`config.mk`:
```
export PLATFORM = sky130hd
export DESIGN_NAME = shift_unit_flat
export DESIGN_NICKNAME = d
export VERILOG_FILES = /design/src/rtl/shift_unit_if.sv /design/src/rtl/shift_unit.sv /design/src/flat_wrapper.sv
export SDC_FILE = /design/constraint.sdc
export NUM_CORES = 1
export LEC_CHECK = 0
export ABC_AREA = 1
export BUFFER_PORTS_ARGS = -buffer_cell sky130_fd_sc_hd__clkbuf_2
export CORE_AREA = 3 3 112 60
export CTS_CLUSTER_SIZE = 16
export DETAILED_ROUTE_END_ITERATION = 6
export DIE_AREA = 0 0 115 63
export PLACE_DENSITY = 0.84
export SYNTH_ARGS = -nofsm -noshare
export SYNTH_HDL_FRONTEND = slang
export SYNTH_SLANG_ARGS = --single-unit
```
`constraint.sdc`:
```
create_clock -name clock -period 3.7 [get_ports clock]
set_input_delay 0 -clock clock [delete_from_list [all_inputs] [get_ports clock]]
set_output_delay 0 -clock clock [all_outputs]
set_load 0.02 [all_outputs]
```
`src/rtl/shift_unit_if.sv`:
```
// Command/result bundle between the multicycle control unit and shift_unit.
// master = control FSM side, slave = shift datapath side.
interface shift_unit_if #(
  parameter int DATA_W = 32,
  parameter int AMT_W  = 5
) ();
  logic [2:0]        cmd;
  logic              shift_src;
  logic              shift_amt;
  logic [DATA_W-1:0] reg_a;
  logic [DATA_W-1:0] reg_b;
  logic [AMT_W-1:0]  shamt;
  logic [DATA_W-1:0] result;
  logic              busy;
  logic              done;
  logic              cmd_err;

  modport master (
    output cmd, shift_src, shift_amt,
    output reg_a, reg_b, shamt,
    input  result, busy, done, cmd_err
  );

  modport slave (
    input  cmd, shift_src, shift_amt,
    input  reg_a, reg_b, shamt,
    output result, busy, done, cmd_err
  );
endinterface

```
`src/rtl/shift_unit.sv`:
```
// Iterative shift register: load, then one bit per clock until count hits 0.
// SHIFT_UNIT_BARREL_EN: apply the whole shift in one step on acceptance.
module shift_unit #(
  parameter int DATA_W = 32,
  parameter int AMT_W  = 5
) (
  input  logic        clock,
  input  logic        reset,
  shift_unit_if.slave sif
);

  localparam logic [2:0] C_NOP  = 3'b000;
  localparam logic [2:0] C_LOAD = 3'b001;
  localparam logic [2:0] C_SLL  = 3'b010;
  localparam logic [2:0] C_SRL  = 3'b011;
  localparam logic [2:0] C_SRA  = 3'b100;
  localparam logic [2:0] C_ROL  = 3'b101;
  localparam logic [2:0] C_ROR  = 3'b110;
  localparam logic [2:0] C_RSVD = 3'b111;

  typedef enum logic [1:0] {
    S_IDLE,
    S_SHIFT,
    S_DONE
  } state_t;

  state_t            state_q, state_d;
  logic [DATA_W-1:0] result_q, result_d;
  logic [AMT_W-1:0]  count_q, count_d;
  logic [2:0]        op_q, op_d;
  logic              loaded_q, loaded_d;
  logic              err_q, err_d;
  logic              is_op;

  function automatic logic [DATA_W-1:0] step1(
    input logic [DATA_W-1:0] v,
    input logic [2:0]        op
  );
    step1 = v;
    case (op)
      C_SLL:   step1 = {v[DATA_W-2:0], 1'b0};
      C_SRL:   step1 = {1'b0, v[DATA_W-1:1]};
      C_SRA:   step1 = {v[DATA_W-1], v[DATA_W-1:1]};
      C_ROL:   step1 = {v[DATA_W-2:0], v[DATA_W-1]};
      C_ROR:   step1 = {v[0], v[DATA_W-1:1]};
      default: step1 = v;
    endcase
  endfunction

`ifdef SHIFT_UNIT_BARREL_EN
  function automatic logic [DATA_W-1:0] barrel(
    input logic [DATA_W-1:0] v,
    input logic [AMT_W-1:0]  n,
    input logic [2:0]        op
  );
    logic [2*DATA_W-1:0] dl;
    logic [2*DATA_W-1:0] dr;
    // Rotates come from shifting a doubled copy of the operand.
    dl = {v, v} << n;
    dr = {v, v} >> n;
    barrel = v;
    case (op)
      C_SLL:   barrel = v << n;
      C_SRL:   barrel = v >> n;
      C_SRA:   barrel = $unsigned($signed(v) >>> n);
      C_ROL:   barrel = dl[2*DATA_W-1:DATA_W];
      C_ROR:   barrel = dr[DATA_W-1:0];
      default: barrel = v;
    endcase
  endfunction
`endif

  assign is_op = (sif.cmd >= C_SLL) && (sif.cmd <= C_ROR);

  always_ff @(posedge clock or negedge reset) begin
    if (!reset) begin
      state_q  <= S_IDLE;
      result_q <= '0;
      count_q  <= '0;
      op_q     <= C_NOP;
      loaded_q <= 1'b0;
      err_q    <= 1'b0;
    end else begin
      state_q  <= state_d;
      result_q <= result_d;
      count_q  <= count_d;
      op_q     <= op_d;
      loaded_q <= loaded_d;
      err_q    <= err_d;
    end
  end

  always_comb begin
    state_d  = state_q;
    result_d = result_q;
    count_d  = count_q;
    op_d     = op_q;
    loaded_d = loaded_q;
    err_d    = 1'b0;
    case (state_q)
      S_IDLE: begin
        unique case (1'b1)
          sif.cmd == C_LOAD: begin
            result_d = sif.shift_src ? sif.reg_b : sif.reg_a;
            count_d  = sif.shift_amt ? sif.shamt
                                     : sif.reg_b[AMT_W-1:0];
            loaded_d = 1'b1;
          end
          is_op && loaded_q: begin
            op_d = sif.cmd;
`ifdef SHIFT_UNIT_BARREL_EN
            result_d = barrel(result_q, count_q, sif.cmd);
            state_d  = S_DONE;
`else
            state_d = (count_q == '0) ? S_DONE : S_SHIFT;
`endif
          end
          is_op && !loaded_q: err_d = 1'b1;
          sif.cmd == C_RSVD:  err_d = 1'b1;
          default: ;
        endcase
      end
      S_SHIFT: begin
        result_d = step1(result_q, op_q);
        count_d  = count_q - AMT_W'(1);
        if (count_q == AMT_W'(1)) state_d = S_DONE;
        err_d = (sif.cmd != C_NOP);
      end
      S_DONE: begin
        loaded_d = 1'b0;
        state_d  = S_IDLE;
        err_d    = (sif.cmd != C_NOP);
      end
      default: state_d = S_IDLE;
    endcase
  end

  assign sif.result  = result_q;
  assign sif.busy    = (state_q == S_SHIFT);
  assign sif.done    = (state_q == S_DONE);
  assign sif.cmd_err = err_q;

endmodule

```
`src/flat_wrapper.sv`:
```
// flat-port wrapper written by rule: the top's interface ports become plain ports
module shift_unit_flat 
#(
  parameter int DATA_W = 32,
  parameter int AMT_W  = 5
)
  (clock, reset, sif_cmd, sif_shift_src, sif_shift_amt, sif_reg_a, sif_reg_b, sif_shamt, sif_result, sif_busy, sif_done, sif_cmd_err);
  shift_unit_if #(.DATA_W(DATA_W), .AMT_W(AMT_W)) sif_i ();
  input  logic clock;
  input  logic reset;
  input wire logic [$bits(sif_i.cmd)-1:0] sif_cmd;
  input wire logic [$bits(sif_i.shift_src)-1:0] sif_shift_src;
  input wire logic [$bits(sif_i.shift_amt)-1:0] sif_shift_amt;
  input wire logic [$bits(sif_i.reg_a)-1:0] sif_reg_a;
  input wire logic [$bits(sif_i.reg_b)-1:0] sif_reg_b;
  input wire logic [$bits(sif_i.shamt)-1:0] sif_shamt;
  output wire logic [$bits(sif_i.result)-1:0] sif_result;
  output wire logic [$bits(sif_i.busy)-1:0] sif_busy;
  output wire logic [$bits(sif_i.done)-1:0] sif_done;
  output wire logic [$bits(sif_i.cmd_err)-1:0] sif_cmd_err;
  assign sif_i.cmd = sif_cmd;
  assign sif_i.shift_src = sif_shift_src;
  assign sif_i.shift_amt = sif_shift_amt;
  assign sif_i.reg_a = sif_reg_a;
  assign sif_i.reg_b = sif_reg_b;
  assign sif_i.shamt = sif_shamt;
  assign sif_result = sif_i.result;
  assign sif_busy = sif_i.busy;
  assign sif_done = sif_i.done;
  assign sif_cmd_err = sif_i.cmd_err;
  shift_unit #(.DATA_W(DATA_W), .AMT_W(AMT_W)) u_core (.clock(clock), .reset(reset), .sif(sif_i));
endmodule
```
==> reports/results.md <==
| Metric | Value | Unit |
|:---|:---|:---|
| Outcome | complete, no violations | - |
| Primary FF master, synth | dfrtp_1 | - |
| Startpoint of the lowest-slack hold path | sif_cmd[0] | - |
| Total Nets Final | 650 | - |
| # Post-CTS Setup Buffers | 0 | - |
| Overall routed net length | 9000 | microns |
| Detail-routed net length per standard cell | 13.9 | microns |
| Most congested layer reported by global routing | met1 | - |
| Met2 track utilization from global routing | 0.356 | - |
| Number of instances resized during post-cts repair | 0 | - |
| Worst vdd ir | 449 | uV |
| Setup TNS Final | 0 | ns |
| Mux cell area share after synthesis | 0 | - |
| Via count of the first global-routing pass | 2964 | - |
| Met1 Usage GRT | 0.372 | - |
| Maximum level of the CTS H-tree | 2 | - |
| Startpoint types | flop | - |
| Initial cell density of the core | 0.524 | - |
| Clock latency of the later-clocked register in the worst-skew pair | 0.28 | ns |
| Delay of the slowest critical-path stage | 0.62 | ns |
| Final design utilization | 0.644 | - |
| Share of synthesized area occupied by flip-flops and latches | 0.356 | - |
| Number of nets in the synthesized netlist | 559 | - |
| Grt total ovfl | 0 | - |
| Time the final worst path needs with I/O delays and setup | 2.79 | ns |
| Initial antenna violation count | 0 | - |
| Number of flip-flops and latches in the synthesized netlist | 44 | - |
| Fraction of the mapped netlist area in compound gates | 0.0526 | - |
| Antenna diodes | 0 | - |
| Fin worst setup slack | 0.914 | ns |
| CP most frequent cell | nand2_1 | - |
| Largest net degree at the start of global routing | 64 | - |
| Crit-path slowest cell | nand2_2 | - |
| Reg2Reg Launch Point | u_core.state_q[1]$_DFFE_PN0P_ | - |
| Maximum frequency from static timing analysis | 359 | MHz |
| Worst setup slack before clock tree synthesis | 0.981 | ns |
| Placement Rows | 20 | - |
| Total power draw | 3.17 | mW |
| Violation count after the first detailed-routing iteration | 409 | - |
| Number of buffers and inverters on the critical path | 2 | - |
| Required time reported for the critical path endpoint | 3.86 | ns |
| Power density relative to cell area | 833 | nW/um^2 |
| Area share of xor/xnor cells in the synthesized design | 0 | - |
| Cell type group with the largest total delay on the critical path | simple AND/OR/NAND/NOR gates | - |
| Sink count of the clock tree | 44 | - |
| Die Wd | 115 | microns |
| Core Footprint | 5910 | sq um |
| Tcrit/Tclk final | 0.753 | - |
| Wire length of the first global-routing pass | 14400 | microns |
| Standby leakage power | 2.08 | nW |
| Simple-gate portion of the synthesized area | 0.494 | - |
| Worst-path clk slew | 0.06 | ns |
| Share of the synthesized area in the top cell type | 0.356 | - |
| First-pass DRT Iterations | 5 | - |
| Height of the die | 63 | microns |
| Die Outline Area | 7250 | sq um |
| Total global-route track usage | 0.244 | - |
| Number of input and output port buffers inserted | 110 | - |
| Count of flip-flops with a built-in enable after synthesis | 0 | - |
| Master cell of the clock root buffer | clkbuf_16 | - |
| Top post-synthesis cells by area | dfrtp_1 (36%), nand2_1 (23%), nand3_1 (17%) | - |
| Number of inserted filler cells in the final layout | 552 | - |
| Fraction of layout instances using a drive strength above 1 | 0.224 | - |
| Worst hold-check slack | 0.00646 | ns |
| Logic depth of the worst register-to-register path | 8 | - |
| Worst slew pin tran | 1.10 | ns |
| Worst Skew | 0.00323 | ns |
| Post-synthesis instance area | 3090 | sq um |
| Via total after detailed routing | 3491 | - |
| Ordered cell list for the critical path | inv_1, ha_1, buf_4, nand2_1, nand2_1, nand2_2, o21ai_0, nand2_1 | - |
| Bufs on Longest Clock Path | 2 | - |
| Cell type with the largest total area after synthesis | dfrtp_1 | - |
| Crit path capture type | flop | - |
| Hold Path Class | in2reg | - |
| WP depth | 8 | - |
| Synthesized area divided by synthesized cell count | 6.50 | sq um |
| Number of unique standard cell types used by synthesis | 20 | - |
| Number of warning messages in the yosys log | 0 | - |
| Arrival time worst endpoint | 2.94 | ns |
| Highest net fanout along the worst path | 63 | - |
| Crit path kind | reg2reg | - |
| Async set-reset flop share out of synthesis | 1.00 | - |
| Drt drc | 0 | - |
| Dpl hpwl | 6340 | microns |
| Tightest slew margin relative to the limit | 0.264 | - |
| Number of top-level pins | 111 | - |
| Number of buffers inserted by hold repair at cts | 1 | - |
| Unrepaired setup endpoints after global routing | no | - |
| Met3 track utilization from global routing | 0.0542 | - |
| Final weighted congestion in routability-driven placement | 0.845 | - |
| Final setup fails | 0 | - |
| Max-cap violations | 0 | - |
| Final number of hold-violating endpoints | 0 | - |
| Area Growth Syn to Fin | 23.0 | % |
| Post-synthesis adder-cell area fraction | 0.0283 | - |
| Number of nets with antenna violations after routing | 0 | - |
| Ratio of routed vias to standard cells | 5.41 | - |
| TritonCTS clock tree | built | - |
| Hold Path Depth | 3 | - |
| Final slew viol count | 0 | - |
| Gate Count Post-Synth | 476 | - |
| Combinational family with the most area after synthesis | simple AND/OR/NAND/NOR gates | - |
| Beginning of the critical path | u_core.state_q[1]$_DFFE_PN0P_ | - |
| CTS Buf Count | 5 | - |
==> cell usage after synthesis (2+ instances only) <==
| cell type | number |
|---|---|
| ha_1 | 7 |
| nand3b_1 | 28 |
| inv_1 | 18 |
| o21ai_0 | 18 |
| nor2_1 | 18 |
| clkbuf_1 | 12 |
| a21oi_1 | 10 |
| nand2_1 | 188 |
| buf_2 | 15 |
| inv_2 | 4 |
| buf_1 | 3 |
| nand2_2 | 2 |
| nand3_1 | 103 |
| dfrtp_1 | 44 |
==> logic make-up after synthesis <==
logic type | after synthesis
DFF | 44
and+or+nand+nor | 342
buffers and inverters | 52
adders and majority gates | 7
AOI/OAI and AO/OA | 31
==> metrics by stage <==
step | cells | area [sq um]
after CTS | 645 | 3810
final | 645 | 3810
after global routing | 645 | 3810
after floorplan | 476 | 3090
after detailed placement | 636 | 3630
after global placement | 636 | 3630
==> placed cells by master, fill, tap and decap left out, types with 3 or more instances in the layout <==
cell	count
nand2_1	188
clkbuf_2	110
nand3_1	103
dfrtp_1	44
nand3b_1	28
inv_1	18
o21ai_0	18
nor2_1	18
a21oi_1	10
ha_1	7
clkbuf_16	5
inv_2	4
buf_4	3
==> state kept, by name, summed over array words and instances, names as in the netlist <==
name	flops
u_core.state_q	2
u_core.sif.cmd_err	1
u_core.loaded_q	1
u_core.count_q	5
u_core.op_q	3
u_core.sif.result	32
==> per-layer routing <==
layer / routed length, microns / vias to the layer above
met3: 793 / 6
met5: 0 / -
li1: - / 1735
met4: 43 / 0
met2: 3800 / 157
met1: 4360 / 1593
==> power breakdown <==
group          switching (mW)  internal (mW)
registers               0.260          0.711
logic                    1.13          0.577
clock network           0.180          0.318
total                    1.57           1.61
==> final timing paths <==
path	slack, ns	endpoint
max	0.91	u_core.sif.result[31]$_DFFE_PN0P_
min	0.006	u_core.op_q[0]$_DFFE_PN0P_
max reg2reg	0.91	u_core.sif.result[31]$_DFFE_PN0P_
min reg2reg	0.55	u_core.sif.result[22]$_DFFE_PN0P_
max in group asynchronous	2.56	u_core.count_q[2]$_DFFE_PN0P_
min in group asynchronous	0.45	u_core.sif.cmd_err$_DFF_PN0_
==> final cells by class <==
cell class / count / area, sq um / area share
multi-input cells: 380 / 1780 / 0.467
well taps: 77 / 96.3 / 0.0253
clock inverters: 2 / 35.0 / 0.00920
clock buffers: 6 / 129 / 0.0339
repair buffers: 114 / 583 / 0.153
flip-flops and latches: 44 / 1100 / 0.289
inverters: 22 / 82.6 / 0.0217
==> tightest hold or removal path: cells and delay by family <==
family                 cells  cell delay (ns)
AOI/OAI and AO/OA          1             0.06
buffers and inverters      1             0.13
and+or+nand+nor            1             0.06
Power figures use the tool's default switching activity.
